File: config.mk
export PLATFORM = sky130hd
export DESIGN_NAME = simple_bus_arb
export DESIGN_NICKNAME = d
export VERILOG_FILES = /design/src/rtl/simple_bus_pkg.sv /design/src/rtl/simple_bus_arb_rr_pick.sv /design/src/rtl/simple_bus_arb.sv
export SDC_FILE = /design/constraint.sdc
export NUM_CORES = 1
export LEC_CHECK = 0
export ABC_AREA = 1
export CELL_PAD_IN_SITES_DETAIL_PLACEMENT = 1
export CELL_PAD_IN_SITES_GLOBAL_PLACEMENT = 2
export CORE_UTILIZATION = 25
export CTS_CLUSTER_DIAMETER = 30
export DETAILED_ROUTE_END_ITERATION = 16
export HOLD_SLACK_MARGIN = 0.06
export MAX_ROUTING_LAYER = met4
export PLACE_DENSITY_LB_ADDON = 0.1
export SKIP_LAST_GASP = 1
export SYNTH_ARGS = -nofsm -noshare
export SYNTH_HDL_FRONTEND = slang
export SYNTH_SLANG_ARGS = --single-unit
File: constraint.sdc
create_clock -name clk -period 2.3 [get_ports clk]
set_input_delay 0.23 -clock clk [delete_from_list [all_inputs] [get_ports clk]]
set_output_delay 0.23 -clock clk [all_outputs]
set_load 0.05 [all_outputs]
File: src/rtl/simple_bus_pkg.sv
// Shared types and constants for the simple_bus arbiter slice.
package simple_bus_pkg;

  typedef enum logic [1:0] {
    IDLE,
    ISSUE,
    WAIT
  } state_t;

  localparam int CMD_W_DEF = 4;
  localparam logic [CMD_W_DEF-1:0] CMD_NOP = '0;

endpackage

File: src/rtl/simple_bus_arb_rr_pick.sv
// Combinational round-robin pick: first set request at or above ptr,
// wrapping modulo N. Returns one-hot grant, its index and a valid flag.
module rr_pick #(
  parameter int N = 4,
  localparam int IW = $clog2(N)
) (
  input  logic [N-1:0]  req,
  input  logic [IW-1:0] ptr,
  output logic [N-1:0]  gnt,
  output logic [IW-1:0] idx,
  output logic          any
);

  always_comb begin
    logic [IW-1:0] k;
    idx = '0;
    any = 1'b0;
    k   = ptr;
    for (int i = 0; i < N; i++) begin
      if (!any && req[k]) begin
        any = 1'b1;
        idx = k;
      end
      k = (k == IW'(N - 1)) ? '0 : k + 1'b1;
    end
  end

  assign gnt = any ? (N'(1) << idx) : '0;

endmodule

File: src/rtl/simple_bus_arb.sv
// Round-robin arbiter sharing one simple_bus command port between
// NUM_REQ requesters; one command in flight, done-or-timeout completion.
module simple_bus_arb
  import simple_bus_pkg::*;
#(
  parameter int NUM_REQ = 4,
  parameter int CMD_W   = CMD_W_DEF,
  parameter int TIMEOUT = 32
) (
  input  logic                     clk,
  input  logic                     rst_,
  input  logic [NUM_REQ-1:0]       req,
  input  logic [NUM_REQ*CMD_W-1:0] req_cmd,
  output logic [NUM_REQ-1:0]       gnt,
  output logic [NUM_REQ-1:0]       cmpl,
  output logic [NUM_REQ-1:0]       err,
  output logic                     bus_en,
  output logic [CMD_W-1:0]         bus_cmd,
  input  logic                     bus_done,
  input  logic                     bus_stall,
  output logic                     busy
);

  localparam int IW = $clog2(NUM_REQ);
  localparam int CW = $clog2(TIMEOUT);
  localparam logic [CW-1:0] CNT_MAX = CW'(TIMEOUT - 1);

  state_t              state, state_nx;
  logic [IW-1:0]       ptr, ptr_nx;
  logic [CW-1:0]       cnt, cnt_nx;
  logic [NUM_REQ-1:0]  gnt_nx, cmpl_nx, err_nx;
  logic                bus_en_nx, busy_nx;
  logic [CMD_W-1:0]    bus_cmd_nx;

  logic [NUM_REQ-1:0]  pick_gnt;
  logic [IW-1:0]       pick_idx;
  logic                pick_any;

  rr_pick #(
    .N(NUM_REQ)
  ) u_pick (
    .req(req),
    .ptr(ptr),
    .gnt(pick_gnt),
    .idx(pick_idx),
    .any(pick_any)
  );

  always_comb begin
    state_nx   = state;
    ptr_nx     = ptr;
    cnt_nx     = cnt;
    gnt_nx     = gnt;
    cmpl_nx    = '0;
    err_nx     = '0;
    bus_en_nx  = 1'b0;
    bus_cmd_nx = bus_cmd;
    busy_nx    = busy;
    unique case (state)
      IDLE: begin
        if (pick_any && !bus_stall) begin
          gnt_nx     = pick_gnt;
          bus_en_nx  = 1'b1;
          bus_cmd_nx = req_cmd[pick_idx*CMD_W +: CMD_W];
          busy_nx    = 1'b1;
          ptr_nx     = (pick_idx == IW'(NUM_REQ - 1)) ?
                       '0 : pick_idx + 1'b1;
          state_nx   = ISSUE;
        end
      end
      ISSUE: begin
        cnt_nx   = '0;
        state_nx = WAIT;
      end
      WAIT: begin
        // done takes priority over an expiring timeout
        if (bus_done) begin
          cmpl_nx  = gnt;
          gnt_nx   = '0;
          busy_nx  = 1'b0;
          state_nx = IDLE;
        end else if (cnt == CNT_MAX) begin
          err_nx   = gnt;
          gnt_nx   = '0;
          busy_nx  = 1'b0;
          state_nx = IDLE;
        end else begin
          cnt_nx = cnt + 1'b1;
        end
      end
      default: begin
        gnt_nx   = '0;
        busy_nx  = 1'b0;
        state_nx = IDLE;
      end
    endcase
  end

  always_ff @(posedge clk or negedge rst_) begin
    if (!rst_) begin
      state   <= IDLE;
      ptr     <= '0;
      cnt     <= '0;
      gnt     <= '0;
      cmpl    <= '0;
      err     <= '0;
      bus_en  <= 1'b0;
      bus_cmd <= CMD_W'(CMD_NOP);
      busy    <= 1'b0;
    end else begin
      state   <= state_nx;
      ptr     <= ptr_nx;
      cnt     <= cnt_nx;
      gnt     <= gnt_nx;
      cmpl    <= cmpl_nx;
      err     <= err_nx;
      bus_en  <= bus_en_nx;
      bus_cmd <= bus_cmd_nx;
      busy    <= busy_nx;
    end
  end

endmodule

[After elaboration in Yosys (flattened, before gate mapping)]
Index checks and enable logic that the tools add are counted.
Word-level totals
  register bits: 27
  latch bits: 0
  RAM bits: 0
  ROM bits: 0
  input port bits: 24
  output and inout bits: 18
  word-level logic and storage cells: 89
  memories kept: 0
Operators by class
  $add $sub $neg: 5
  multipliers: 0
  divide/modulo/power cells: 0
  $lt $le $gt $ge: 4
  eq/ne operators: 11
  shift-type cells: 2
  mux-type cells: 43
  bitwise operators: 1
  reduce and logical (&&, ||, !) cells: 14
Operators by type and width (number)
  two-way mux 4 bit: 9
  two-way mux 2 bit: 11
  indexed part select 16 x 5 -> 4 bit: 1
  two-way mux 1 bit: 13
  < comparator 2 x 3 -> 1 bit (second input constant): 4
  one-hot mux 4 bit (3 select lines): 1
  == test 2 bit (second input constant): 5
  two-way mux 5 bit: 2
  one-hot mux 5 bit (2 select lines): 1
  adder 2 x 1 -> 2 bit (second input constant): 4
  binary-select mux 1 bit (select 2 bit): 4
  inequality test 2 bit (second input constant): 3
  one-hot mux 2 bit (3 select lines): 1
  AND reduction 3 bit: 2
  adder 5 x 1 -> 5 bit (second input constant): 1
  == test 5 bit (second input constant): 1
  logical AND 1 bit: 4
  zero test 1 bit: 4
  AND reduction 2 bit: 2
  left shift 1 x 2 -> 4 bit (first input constant): 1
  inequality test 3 bit (second input constant): 1
  one-hot mux 1 bit (3 select lines): 1
  == test 2 x 1 -> 1 bit (second input constant): 1
  zero test 2 bit: 1
  2 further kinds: 2

[Logic depth before layout (Yosys ltp)]
  depth after elaboration: 16
  depth in mapped cells: 17

[Modules after synthesis]
A second synthesis with hierarchy kept.
Unflattened totals
  cells, all modules: 235
  area total of the unflattened synthesis: 1679.1 um^2
Modules (own cells, without submodules)
  simple_bus_arb: times used 1, cells an instance 166, area an instance 1292.5 um^2
  rr_pick: times used 1, cells an instance 69, area an instance 386.6 um^2

[Worst setup path before layout]
No wires, ideal clock.
  path type: register to register
  start: reg ptr[0]
  end: reg gnt[0]
  setup time: 0.121 ns
  arrival time: 2.137 ns
  setup slack: 0.042 ns
  stages on the path, launching flop included: 12
  clock period less this slack: 2.258 ns
  cells stage by stage: dfrtp_1 > ha_1 > buf_2 > inv_1 > nand3_1 > nand2_1 > nor2_4 > nand4_4 > nand2_4 > inv_1 > ha_1 > a22o_1
On the way
  cells in the longest elaborated chain, start to end: 16
Ends and longest elaborated chain
  from (decl): RTL line simple_bus_arb.sv:29  | logic [IW-1:0] ptr, ptr_nx;
  from (signal assigned): RTL line simple_bus_arb.sv:112  | ptr <= ptr_nx;
  parallel branches: the longest is 16 deep, another holds adder 2 x 1 -> 2 bit
  to (signal assigned): RTL line simple_bus_arb.sv:114  | gnt <= gnt_nx;
  to (decl): RTL line simple_bus_arb.sv:14  | output logic [NUM_REQ-1:0] gnt,
Parallel ways; which one is timed is not known. The select of a mux whose other input is x is not followed.
A chain may end at the register's enable or synchronous reset.

[Worst setup path in the final report]
Same ends and word-level chain as after synthesis.

==> impl_results.md <==
- Outcome: complete, no violations
- Worst setup SP type: register
- Ratio of final minimum period to clock period: 94.6%
- Slew headroom: 66.7%
- Pwr Total: 4.05 mW
- Final Util: 37.7%
- Netlist cell types: 27
- Commonest non-fill, non-tap cells in the layout: nand2_1, clkdlybuf4s50_1, inv_1, nand3_1, dfrtp_1
- # diodes: 0
- Sequential area share after synthesis: 39.6%
- Slew Limit Fails: 0
- FP Rows: 29
- Yosys warns: 0
- Critical path buffers and inverters: 2
- Synth Instances: 227
- Vias/cell: 4.33
- H-tree Lvls: 1
- Hold slack: 328 ps
- WS Path Type: register to register
- Total Wirelength: 4360 um
- 1st-pass router iterations: 7
- DIE AREA: 7160 um^2
- Final hold violation count: 0
- CP max-delay cell: dfrtp_1
- IO Port Bufs: 41
- Hold WC Path Type: primary input to async pin
- Clk Latency, worst-skew pair: 270 ps
- Tot GR Track Use: 13.5%
- GPL Wtd Cong: 0.803
- Post-Synth Simple-Gate Area: 40.4%
- Total congestion overflow: 0
- Antenna viol nets, final: 0
- Commonest non-fill, non-tap cell in the layout: nand2_1
- Netlist Area Pre-Place: 1710 um^2
- Setup WS post-layout: 123 ps
- Area growth syn-to-layout: 42.6%
- Post-route DRC: 0
- Worst Path Max Fanout: 9
- #FFs+latches synth: 27
- Pwr per Cell Area: 1660 nW/um^2
- Initial DRC Count: 62
- Final setup fails: 0
- Ratio of cells with drive above 1 in the final layout: 19.2%
- Crit path DAT: 2350 ps
- TritonCTS buffer count: 3
- Main combinational cell family by area after synthesis: simple AND/OR/NAND/NOR gates
- Mux contribution to synthesized area: 0%
- Largest net degree at the start of global routing: 28
- Worst-Margin Slew: 498 ps
- Critical Path Max Stage Delay: 430 ps
- Number of global-route vias before repair: 1598
- Synth Area in Adders: 4.40%
- Initial Util: 26.4%
- Compound-Gate Fraction of Synth Area: 4.77%
- Initial antenna violation count: 0
- Setup crit end kind: register
- # nets final: 322
- Pre-CTS setup slack: -64.4 ps
- CTS tree: done
- Post-route setup TNS: 0 ps
- Core ar.: 6460 um^2
- Post-synth net total: 257
- I/O pin total: 42
- Xor-xnor portion of the synthesized cell area: 0.513%
- RSZ-0062 raised after global routing: true
- Highest clock rate: 459 MHz
- Chip Height: 84.6 um
- CTS Buffer Depth: 2
- Syn Area/Cell: 7.52 um^2
- CTS root buffer: clkbuf_8
- FILL cells: 810
- Die W: 84.6 um
- Leakage: 1.24 nW
- Max IR drop VDD: 590 uV
- Wire per inst: 11.8 um
- Clock skew: 3.87 ps
- Global-route wire length before repair: 7620 um
- CP top delay family: simple AND/OR/NAND/NOR gates
- Tmin final: 2180 ps
- Critical path, cell by cell: ha_4, nor2_4, nand2_1, nand3_2, nand2_4, nor2_8, nand3_2, nand2_2, inv_4, nand2_4, inv_1, ha_1, a22o_1
- Worst endpoint required time: 2470 ps
- Vias after detailed routing: 1595
- Worst-path clk slew: 90 ps
- Post-detail-place hpwl: 3610 um
- Number of clock sinks: 27
- MaxCap Viol Count: 0
-- synthesized netlist by cell type --
cell type	n	area (um^2)
a31oi_1	1	6.26
nand2_1	60	225
nor2_2	2	12.5
o22ai_1	1	6.26
xor2_1	1	8.76
nand3b_1	1	7.51
nand4_4	1	21.3
nand3_2	5	50.1
inv_4	1	6.26
inv_2	2	7.51
o21ai_1	2	10.0
ha_1	6	75.1
inv_1	40	150
nand3_1	34	170
nand2_4	3	33.8
a22o_1	4	35.0
buf_2	1	5.00
nor2_8	1	20.0
nor3_1	2	10.0
nand2_2	5	31.3
nor4_1	1	6.26
buf_4	1	7.51
nor2_1	18	67.6
o21ai_2	1	8.76
dfrtp_1	27	676
o21ai_0	3	15.0
nor2_4	3	33.8
-- power by group --
part	internal, mW	total (mW)	switching (mW)
clock	0.123	0.272	0.149
combinational	1.22	3.09	1.87
sequential	0.599	0.686	0.0876
-- state kept, by name, indices dropped and copies added, names as in the netlist --
signal / count
err: 4
state: 2
gnt: 4
cnt: 5
bus_en: 1
busy: 1
bus_cmd: 4
ptr: 2
cmpl: 4
-- final timing paths --
kind / from / end / slack [ps] / cells after the start
worst max-delay path: ptr[0] / gnt[0] / 120 / 13
worst min-delay path: rst_ / cmpl[0] / 330 / 2
worst max register to register: ptr[0] / gnt[0] / 120 / 13
worst min register to register: busy / busy / 490 / 2
max in group asynchronous: rst_ / busy / 1710 / 2
min in group clk: busy / busy / 490 / 2
-- per-stage QoR --
step | std cells | instance area, um^2
3_3_place_gp | 363 | 2350
2_1_floorplan | 227 | 1710
4_1_cts | 367 | 2400
6_report | 368 | 2430
5_1_grt | 368 | 2430
3_5_place_dp | 363 | 2350
-- kinds of logic after synthesis --
group,count (synthesis)
adders and majority gates,6
xor gates and xnor gates,1
DFF,27
AOI/OAI and AO/OA,12
and+or+nand+nor,136
buffers and inverters,45
-- cell type report --
cell class	count	area, um^2	share of cell area, %
clock buffer	3	41.3	1.70
tap	77	96.3	3.96
sequential	27	676	27.8
inverter	43	166	6.84
clock inverter	1	7.51	0.308
timing repair buffer	62	572	23.5
multi-input combinational	155	875	35.9
-- metal layers --
layer  wire length (um)  GRT usage, %  vias up
li1                   -             -      838
met1               2190          18.8      721
met2               2020          21.4       34
met3                132          2.36        2
met4                 17          1.39        0
met5                  0             -        -
-- timing repair --
action,in CTS,in global routing
buffers inserted,0,1
endpoints found under the setup margin,6,9
hold buffers,0,0
pin swaps,0,5
resized for setup,1,9
(Power assumes the default switching activity.)
